[config.mk]
export PLATFORM = sky130hd
export DESIGN_NAME = bp_update_scheduler_flat
export DESIGN_NICKNAME = d
export VERILOG_FILES = /design/src/rtl/bp_update_if.sv /design/src/rtl/bp_update_scheduler.sv /design/src/flat_wrapper.sv
export SDC_FILE = /design/constraint.sdc
export NUM_CORES = 1
export LEC_CHECK = 0
export ABC_AREA = 1
export CAP_MARGIN = 10
export CORE_MARGIN = 1
export CORE_UTILIZATION = 50
export DETAILED_ROUTE_END_ITERATION = 16
export PLACE_DENSITY_LB_ADDON = 0.15
export REMOVE_ABC_BUFFERS = 1
export SLEW_MARGIN = 20
export SYNTH_ARGS = -nofsm -noshare
export SYNTH_HDL_FRONTEND = slang
export SYNTH_SLANG_ARGS = --single-unit
[constraint.sdc]
create_clock -name clk -period 4.2 [get_ports clk]
set_clock_uncertainty 0.15 [all_clocks]
set_input_delay 1.05 -clock clk [delete_from_list [all_inputs] [get_ports clk]]
set_output_delay 1.05 -clock clk [all_outputs]
set_load 0.03 [all_outputs]
[src/rtl/bp_update_if.sv]
// Resolve-side handshake between the execute lanes and the predictor update scheduler.
// Lane 0 carries the older branch; the producer holds res_valid while res_ready is low.
interface bp_update_if #(
  parameter int GHR_W = 14,
  parameter int IDX_W = 12
);
  logic [1:0]       res_valid;
  logic [IDX_W-1:0] res_idx0;
  logic [IDX_W-1:0] res_idx1;
  logic [1:0]       res_taken;
  logic [1:0]       res_mispred;
  logic [GHR_W-1:0] res_ghr0;
  logic [GHR_W-1:0] res_ghr1;
  logic             res_ready;

  modport master (
    output res_valid, res_idx0, res_idx1, res_taken, res_mispred, res_ghr0, res_ghr1,
    input  res_ready
  );

  modport slave (
    input  res_valid, res_idx0, res_idx1, res_taken, res_mispred, res_ghr0, res_ghr1,
    output res_ready
  );
endinterface

[src/rtl/bp_update_scheduler.sv]
// Global-history predictor trainer: in-order update FIFO, serialized PHT read-modify-write,
// and the speculative GHR with shift-on-predict and checkpoint repair on mispredict.
module bp_update_scheduler #(
  parameter int GHR_W = 14,
  parameter int IDX_W = 12,
  parameter int DEPTH = 4
) (
  input  logic             clk,
  input  logic             rst,
  input  logic             pred_valid,
  input  logic             pred_taken,
  output logic [GHR_W-1:0] ghr,
  bp_update_if.slave       res,
  output logic             pht_rd_en,
  output logic [IDX_W-1:0] pht_rd_idx,
  input  logic [1:0]       pht_rd_data,
  output logic             pht_wr_en,
  output logic [IDX_W-1:0] pht_wr_idx,
  output logic [1:0]       pht_wr_data,
  output logic             busy
);

  localparam int PTR_W = $clog2(DEPTH);
  localparam int CNT_W = PTR_W + 1;

  typedef enum logic [1:0] {S_IDLE, S_READ, S_WRITE} state_t;

  state_t           state, state_next;
  logic [IDX_W-1:0] fifo_idx [DEPTH];
  logic [DEPTH-1:0] fifo_taken;
  logic [PTR_W-1:0] wr_ptr, rd_ptr;
  logic [CNT_W-1:0] count, count_next, n_push;
  logic             push0, push1, pop;
  logic [IDX_W-1:0] head_idx;
  logic             head_taken;

  function automatic logic [1:0] sat_update(input logic [1:0] cnt, input logic taken);
    if (taken) return (cnt == 2'b11) ? 2'b11 : cnt + 2'd1;
    else       return (cnt == 2'b00) ? 2'b00 : cnt - 2'd1;
  endfunction

  // Ready is taken from the registered count only, so a same-cycle pop never raises it.
  assign res.res_ready = (CNT_W'(DEPTH) - count) >= CNT_W'(2);
  assign push0      = res.res_ready & res.res_valid[0];
  assign push1      = res.res_ready & res.res_valid[1];
  assign pop        = (state == S_WRITE);
  assign n_push     = CNT_W'(push0) + CNT_W'(push1);
  assign count_next = count + n_push - CNT_W'(pop);
  assign head_idx   = fifo_idx[rd_ptr];
  assign head_taken = fifo_taken[rd_ptr];
  assign busy       = (count != '0) || (state != S_IDLE);

  // Entry storage carries no reset; occupancy is governed entirely by the pointers.
  always_ff @(posedge clk) begin
    if (push0) begin
      fifo_idx[wr_ptr]   <= res.res_idx0;
      fifo_taken[wr_ptr] <= res.res_taken[0];
    end
    if (push1) begin
      fifo_idx[wr_ptr + PTR_W'(push0)]   <= res.res_idx1;
      fifo_taken[wr_ptr + PTR_W'(push0)] <= res.res_taken[1];
    end
  end

  always_ff @(posedge clk or posedge rst) begin
    if (rst) begin
      state  <= S_IDLE;
      wr_ptr <= '0;
      rd_ptr <= '0;
      count  <= '0;
    end else begin
      state  <= state_next;
      wr_ptr <= wr_ptr + PTR_W'(n_push);
      rd_ptr <= rd_ptr + PTR_W'(pop);
      count  <= count_next;
    end
  end

  always_comb begin
    state_next  = state;
    pht_rd_en   = 1'b0;
    pht_rd_idx  = '0;
    pht_wr_en   = 1'b0;
    pht_wr_idx  = '0;
    pht_wr_data = 2'b00;
    case (state)
      S_IDLE: begin
        if (count != '0) state_next = S_READ;
      end
      S_READ: begin
        pht_rd_en  = 1'b1;
        pht_rd_idx = head_idx;
        state_next = S_WRITE;
      end
      S_WRITE: begin
        pht_wr_en   = 1'b1;
        pht_wr_idx  = head_idx;
        pht_wr_data = sat_update(pht_rd_data, head_taken);
        state_next  = (count_next != '0) ? S_READ : S_IDLE;
      end
      default: state_next = S_IDLE;
    endcase
  end

  // Older lane's repair wins; any repair overrides a same-cycle predict shift.
  always_ff @(posedge clk or posedge rst) begin
    if (rst) begin
      ghr <= '0;
    end else if (push0 && res.res_mispred[0]) begin
      ghr <= {res.res_ghr0[GHR_W-2:0], res.res_taken[0]};
    end else if (push1 && res.res_mispred[1]) begin
      ghr <= {res.res_ghr1[GHR_W-2:0], res.res_taken[1]};
    end else if (pred_valid) begin
      ghr <= {ghr[GHR_W-2:0], pred_taken};
    end
  end

endmodule

[src/flat_wrapper.sv]
// flat-port wrapper written by rule: the top's interface ports become plain ports
module bp_update_scheduler_flat 
#(
  parameter int GHR_W = 14,
  parameter int IDX_W = 12,
  parameter int DEPTH = 4
)
  (clk, rst, pred_valid, pred_taken, ghr, pht_rd_en, pht_rd_idx, pht_rd_data, pht_wr_en, pht_wr_idx, pht_wr_data, busy, res_res_valid, res_res_idx0, res_res_idx1, res_res_taken, res_res_mispred, res_res_ghr0, res_res_ghr1, res_res_ready);
  bp_update_if #(.GHR_W(GHR_W), .IDX_W(IDX_W)) res_i ();
  input  logic clk;
  input  logic rst;
  input  logic pred_valid;
  input  logic pred_taken;
  output logic [GHR_W-1:0] ghr;
  output logic pht_rd_en;
  output logic [IDX_W-1:0] pht_rd_idx;
  input  logic [1:0] pht_rd_data;
  output logic pht_wr_en;
  output logic [IDX_W-1:0] pht_wr_idx;
  output logic [1:0] pht_wr_data;
  output logic busy;
  input wire logic [$bits(res_i.res_valid)-1:0] res_res_valid;
  input wire logic [$bits(res_i.res_idx0)-1:0] res_res_idx0;
  input wire logic [$bits(res_i.res_idx1)-1:0] res_res_idx1;
  input wire logic [$bits(res_i.res_taken)-1:0] res_res_taken;
  input wire logic [$bits(res_i.res_mispred)-1:0] res_res_mispred;
  input wire logic [$bits(res_i.res_ghr0)-1:0] res_res_ghr0;
  input wire logic [$bits(res_i.res_ghr1)-1:0] res_res_ghr1;
  output wire logic [$bits(res_i.res_ready)-1:0] res_res_ready;
  assign res_i.res_valid = res_res_valid;
  assign res_i.res_idx0 = res_res_idx0;
  assign res_i.res_idx1 = res_res_idx1;
  assign res_i.res_taken = res_res_taken;
  assign res_i.res_mispred = res_res_mispred;
  assign res_i.res_ghr0 = res_res_ghr0;
  assign res_i.res_ghr1 = res_res_ghr1;
  assign res_res_ready = res_i.res_ready;
  bp_update_scheduler #(.GHR_W(GHR_W), .IDX_W(IDX_W), .DEPTH(DEPTH)) u_core (.clk(clk), .rst(rst), .pred_valid(pred_valid), .pred_taken(pred_taken), .ghr(ghr), .res(res_i), .pht_rd_en(pht_rd_en), .pht_rd_idx(pht_rd_idx), .pht_rd_data(pht_rd_data), .pht_wr_en(pht_wr_en), .pht_wr_idx(pht_wr_idx), .pht_wr_data(pht_wr_data), .busy(busy));
endmodule
==> impl_metrics.ini, run 1 <==
[global_route]
grt_pass1_vias = 3637
grt_pass1_wl_um = 16700
grt.overflow.total = 0
antenna_found_initial = 0
grt_usage = 0.221
grt_max_degree = 43

[power_and_ir_drop]
p_per_area_nw_per_um2 = 856
leakage_nw = 2.44
net-switching-power_mw = 2.21
pwr-share-comb = 0.561
power_mw = 4.91
cell_internal_pwr_mw = 2.70
peakVddDrop_uv = 431
pwr-share-clk = 0.134
p_seq_frac = 0.305
switching_share = 0.449

[die]
die_area_um2 = 9340
core_region_area_um2 = 8680
die_w_um = 96.6
placementRows = 34
die_h_um = 96.6
start_util = 0.516
top_level_ports = 108

[yosys]
netlist_instances = 505
synthTopCellsByArea = edfxtp_1, dfrtp_1, nand2_1
netlist.area_leader.share = 0.322
ys.flop_type = edfxtp_1
yosysWarnings = 0
syn_area_um2 = 4480
synth_area_leader_cell = edfxtp_1
synth-edff-count = 48
ys_types = 33
ys_seq_area_frac = 0.468
synth_most_common_cell = nand2_1
synth_seq_cells = 75
synth_common_cells = nand2_1, edfxtp_1, inv_1, nand3_1, nor2_1
syn_avg_cell_area_um2 = 8.87
synthArstFlopShare = 0.307

[timing]
rsz0062_at_grt = false
tns_ps = 0
hold_viol = 0
fin_crit_ps = 3720
slew_violations = 0
fmax_mhz = 269
period_share = 0.885
max_slew_margin = 0.345
worst_pin_slew_ps = 983
setup_viol_count_final = 0

[clock_network]
post_cts_buffers = 0
clockBufferDepth = 2
numCtsBuffers = 9
cts_resized = 0
clk_pin_slew_ps = 80
cts_sinks = 75
htree_num_levels = 3
cts-root-buf = clkbuf_8
cts_tree = built
clock_latency_ps = 340
ctsHoldBuffers = 0

[min_path]
hold_end = u_core.state[1]
hp-class = register to register
min_from = u_core.state[1]
hold_path_depth = 1

[route]
drc = 0
num_vias = 3840
drt_first_pass_iters = 4
ant_nets = 0
drtIter0Drc = 130
drt-total-wl_um = 10300
avgViaCountPerCell = 5.40
avgRoutedWirePerCell_um = 14.5

[critical_path]
path_max_fanout = 27
endpoint_kind = output pin
cp.arrival_ps = 2520
critPathLaunchType = register
r2r_slack_ps = 990
required_ps = 3000
r2r_cells = 16
r2r-start = u_core.count[0]
cp-startpoint = u_core.rd_ptr[1]
reg2reg_to = u_core.state[0]
criticalPathCategory = register to output pin

[layout]
drive_gt1_frac = 0.114
antenna_cells = 0
fin_nets = 673
syn_to_final_growth_pct = 28.1

[run]
cap_violations = 0

[place]
hpwlAfterDp_um = 6920
place_congestion = 0.791
numPortBuffers = 105

[run_status]
outcome = completed
-- per-layer routing --
layer / track usage / vias up / wire [um]
met1: 0.262 / 1792 / 4370
met5: 0 / - / 0
met2: 0.395 / 125 / 5190
met4: 0.0689 / 0 / 46
li1: - / 1919 / -
met3: 0.0499 / 4 / 690
-- power by group through the flow --
stage,registers (mW),logic (mW),clock network [mW]
after detailed placement,1.51,2.78,0
after global placement,1.49,2.71,0
after CTS,1.49,2.79,0.667
after floorplan,1.60,1.69,0
after global routing,1.54,3.02,0.688
final,1.50,2.76,0.658
-- cells in the final DEF (no fill, tap or decap), drive strengths merged --
master | synthesis | final
a32o | 12 | 12
nand2 | 133 | 133
clkbuf | 7 | 11
a21oi | 16 | 16
nor3 | 1 | 1
nand4 | 30 | 30
inv | 42 | 42
clkinv | 1 | 2
clkdlybuf4s50 | 0 | 105
bufinv | 0 | 3
xnor2 | 3 | 3
dfxtp | 4 | 4
or2 | 14 | 14
xor2 | 2 | 2
buf | 26 | 10
dfrtp | 23 | 23
nand3 | 44 | 44
ha | 10 | 10
clkinvlp | 0 | 1
fa | 1 | 1
edfxtp | 48 | 48
nor2 | 31 | 31
o21ai | 57 | 57
-- worst max path at each step --
stage,endpoint,cells past startpoint
floorplan,u_core.fifo_idx[0][0],10
global placement,pht_wr_data[0],5
detailed placement,pht_wr_data[0],5
CTS,pht_wr_data[0],4
global route,pht_wr_data[0],4
finish,pht_wr_data[0],4
-- critical path: stages (launching register included) --
cell and delay [ps]:
dfrtp_1 990, o21ai_0 180, o21ai_0 300, a21oi_1 100, clkdlybuf4s50_1 600
-- cell type report --
| cell class | instances | area, um^2 |
|---|---|---|
| clock inverter | 5 | 101 |
| multi-input combinational | 354 | 1980 |
| timing repair buffer | 115 | 1130 |
| clock buffer | 11 | 131 |
| inverter | 43 | 164 |
| tap | 108 | 135 |
| fill | 732 | 2940 |
| sequential | 75 | 2100 |
-- state kept, by name, indices dropped and copies added, names as in the netlist --
register           count
u_core.count           3
u_core.fifo_idx       48
u_core.fifo_taken      4
u_core.ghr            14
u_core.rd_ptr          2
u_core.state           2
u_core.wr_ptr          2
-- metrics by stage --
step                      hold WS, ps  utilization  instance area, um^2  setup WS, ps  std cells
after global placement            288        0.634                 5500           547        695
final                             305        0.661                 5740           482        711
after floorplan                   274            -                 4240           894        472
after global routing              341        0.661                 5740           335        711
after detailed placement          296        0.634                 5500           537        695
after CTS                         307        0.661                 5740           448        711
-- cell families (layout without fill, tap and decap cells) --
kind of cell,count (synthesis),after routing,share of synthesized area
AND/OR/NAND/NOR,253,253,0.267
AO/OA/AOI/OAI,85,85,0.134
buffers and inverters,76,174,0.0894
flip-flops,75,75,0.468
adder cells (fa/ha/maj),11,11,0.0324
XOR/XNOR,5,5,0.00978
Power figures use the tool's default switching activity.
==> run 2, diff against run 1 <==
Settings changed: CTS_CLUSTER_DIAMETER set to 120, HOLD_SLACK_MARGIN set to 0.06.
==> results of run 2 <==
Final layout, timing and power as in run 1 (identical DEF).
==> run 3, diff against run 2 <==
Settings changed: PLACE_DENSITY set to 0.78, PLACE_DENSITY_LB_ADDON 0.15 to not set.
==> run 3 against run 2 <==
Compared with the run above:
- register-to-register slack got worse by 30 ps
- maximum frequency increased by 0.48%
- via count increased by 2.0%
- non-clock buffer count increased by 4
- cell area increased by 0.85%
- routed wire length increased by 2.8%
- setup slack improved by 18 ps
- power increased by 2.0%
- global-route usage increased by 1.0 points
- clock power increased by 2%
- critical path depth unchanged
- final cell count increased by 0.56%
==> impl_metrics.ini, run 3 (synthesized netlist as in run 1, its figures left out) <==
[power_and_ir_drop]
p_seq_frac = 0.290
power_mw = 5.01
cell_internal_pwr_mw = 2.75
peakVddDrop_uv = 404
leakage_nw = 2.47
pwr-share-clk = 0.134
p_per_area_nw_per_um2 = 866
net-switching-power_mw = 2.26
switching_share = 0.451
pwr-share-comb = 0.576

[layout]
drive_gt1_frac = 0.124
fin_cells = 715
n_fill_cell = 698
largest-register = u_core.fifo_idx
antenna_cells = 0
syn_to_final_growth_pct = 29.2
fin_nets = 677
mostFrequentLayoutCell = nand2_1
layout_common_cells = nand2_1, clkdlybuf4s50_1, edfxtp_1, inv_1, nand3_1
reg_top3 = u_core.fifo_idx: 48 flops, u_core.ghr: 14 flops, u_core.fifo_taken: 4 flops
largest_register_ffs = 48
post-route-util = 0.667

[timing]
fin_crit_ps = 3700
max_slew_margin = 0.382
setup_viol_count_final = 0
rsz0062_at_grt = false
worst_pin_slew_ps = 926
tns_ps = 0
period_share = 0.881
slew_violations = 0
hold_viol = 0
fmax_mhz = 270

[critical_path]
cp.arrival_ps = 2500
r2r_cells = 16
crit_top_cell = clkdlybuf4s50_1
crit_buf_inv = 2
criticalPathCategory = input port to output pin
timing.critical_path.cells = clkdlybuf4s50_1 > o21ai_0 > a21oi_1 > clkdlybuf4s50_1
cp_slowest_cell = clkdlybuf4s50_1
endpoint_kind = output pin
critPathMaxStageDelay_ps = 690
r2r_slack_ps = 960
required_ps = 3000
r2r-start = u_core.count[1]
critPathLaunchType = input port
path_max_fanout = 4
crit_family = buffers and inverters
reg2reg_to = u_core.state[0]

[clock_network]
clockBufferDepth = 2
post_cts_buffers = 0
clk_pin_slew_ps = 80
htree_num_levels = 3
cts_tree = built
cts_sinks = 75
clock_latency_ps = 350
cts-root-buf = clkbuf_8
numCtsBuffers = 9
ctsHoldBuffers = 0
cts_resized = 0

[run]
cap_violations = 0

[global_route]
grt.overflow.total = 0
grt_max_degree = 43
grt_pass1_vias = 3930
grt_pass1_wl_um = 17200
grt_usage = 0.231
antenna_found_initial = 0

[place]
placed_cells = 699
numPortBuffers = 105
hpwlAfterDp_um = 7310
place_congestion = 0.791

[route]
drc = 0
avgViaCountPerCell = 5.48
ant_nets = 0
avgRoutedWirePerCell_um = 14.8
drt-total-wl_um = 10600
num_vias = 3916
drt_first_pass_iters = 5
drtIter0Drc = 190

[die]
die_w_um = 96.6
placementRows = 34
core_region_area_um2 = 8680
top_level_ports = 108
die_h_um = 96.6
die_area_um2 = 9340
start_util = 0.516

[min_path]
hold_path_depth = 1
min_from = u_core.state[1]
hold_end = u_core.state[1]
hp-class = register to register

[run_status]
outcome = completed
==> run 3: cell count changes in the layout (fill, tap and decap cells not counted) <==
cell      previous run  this run
inv_6                0         1
buf_12               0         1
buf_4               10        13
clkbuf_1             2         1
clkinv_1             2         1
clkinv_2             0         1
==> run 3: area by class of cell <==
type / instances / area, um^2 / area share
sequential: 75 / 2100 / 0.363
multi-input combinational: 354 / 1980 / 0.342
timing repair buffer: 119 / 1170 / 0.202
clock inverter: 6 / 111 / 0.0193
clock buffer: 10 / 128 / 0.0221
tap: 108 / 135 / 0.0234
inverter: 43 / 164 / 0.0283
==> run 3: worst max path at each step <==
| stage | from | end | slack [ps] | depth (start not counted) |
|---|---|---|---|---|
| after floorplan | u_core.count[0] | u_core.fifo_idx[0][0] | 890 | 10 |
| after global placement | pht_rd_data[1] | pht_wr_data[1] | 560 | 4 |
| after detailed placement | pht_rd_data[0] | pht_wr_data[0] | 520 | 5 |
| after CTS | pht_rd_data[1] | pht_wr_data[1] | 510 | 4 |
| after global routing | pht_rd_data[1] | pht_wr_data[1] | 460 | 4 |
| final | pht_rd_data[1] | pht_wr_data[0] | 500 | 4 |
==> run 3: power by group through the flow <==
stage | Clock [mW] | Combinational [mW] | Sequential (mW)
final | 0.671 | 2.88 | 1.45
after CTS | 0.673 | 2.90 | 1.45
after global placement | 0 | 2.79 | 1.45
after global routing | 0.704 | 3.13 | 1.49
after detailed placement | 0 | 2.88 | 1.46
after floorplan | 0 | 1.69 | 1.60
==> run 3: routing by layer <==
| metal | vias to the layer above | global-route usage | part of all wire |
|---|---|---|---|
| met3 | 19 | 0.0636 | 0.079 |
| li1 | 1919 | - | - |
| met4 | 0 | 0.101 | 0.016 |
| met2 | 168 | 0.413 | 0.50 |
| met5 | - | 0 | 0 |
| met1 | 1810 | 0.256 | 0.40 |
==> run 3: per-stage QoR <==
step / cell area [um^2] / worst slack, ps / hold WS [ps]
after floorplan: 4240 / 894 / 274
after global placement: 5550 / 559 / 289
after detailed placement: 5550 / 516 / 305
after CTS: 5780 / 515 / 317
after global routing: 5780 / 455 / 334
final: 5780 / 499 / 319
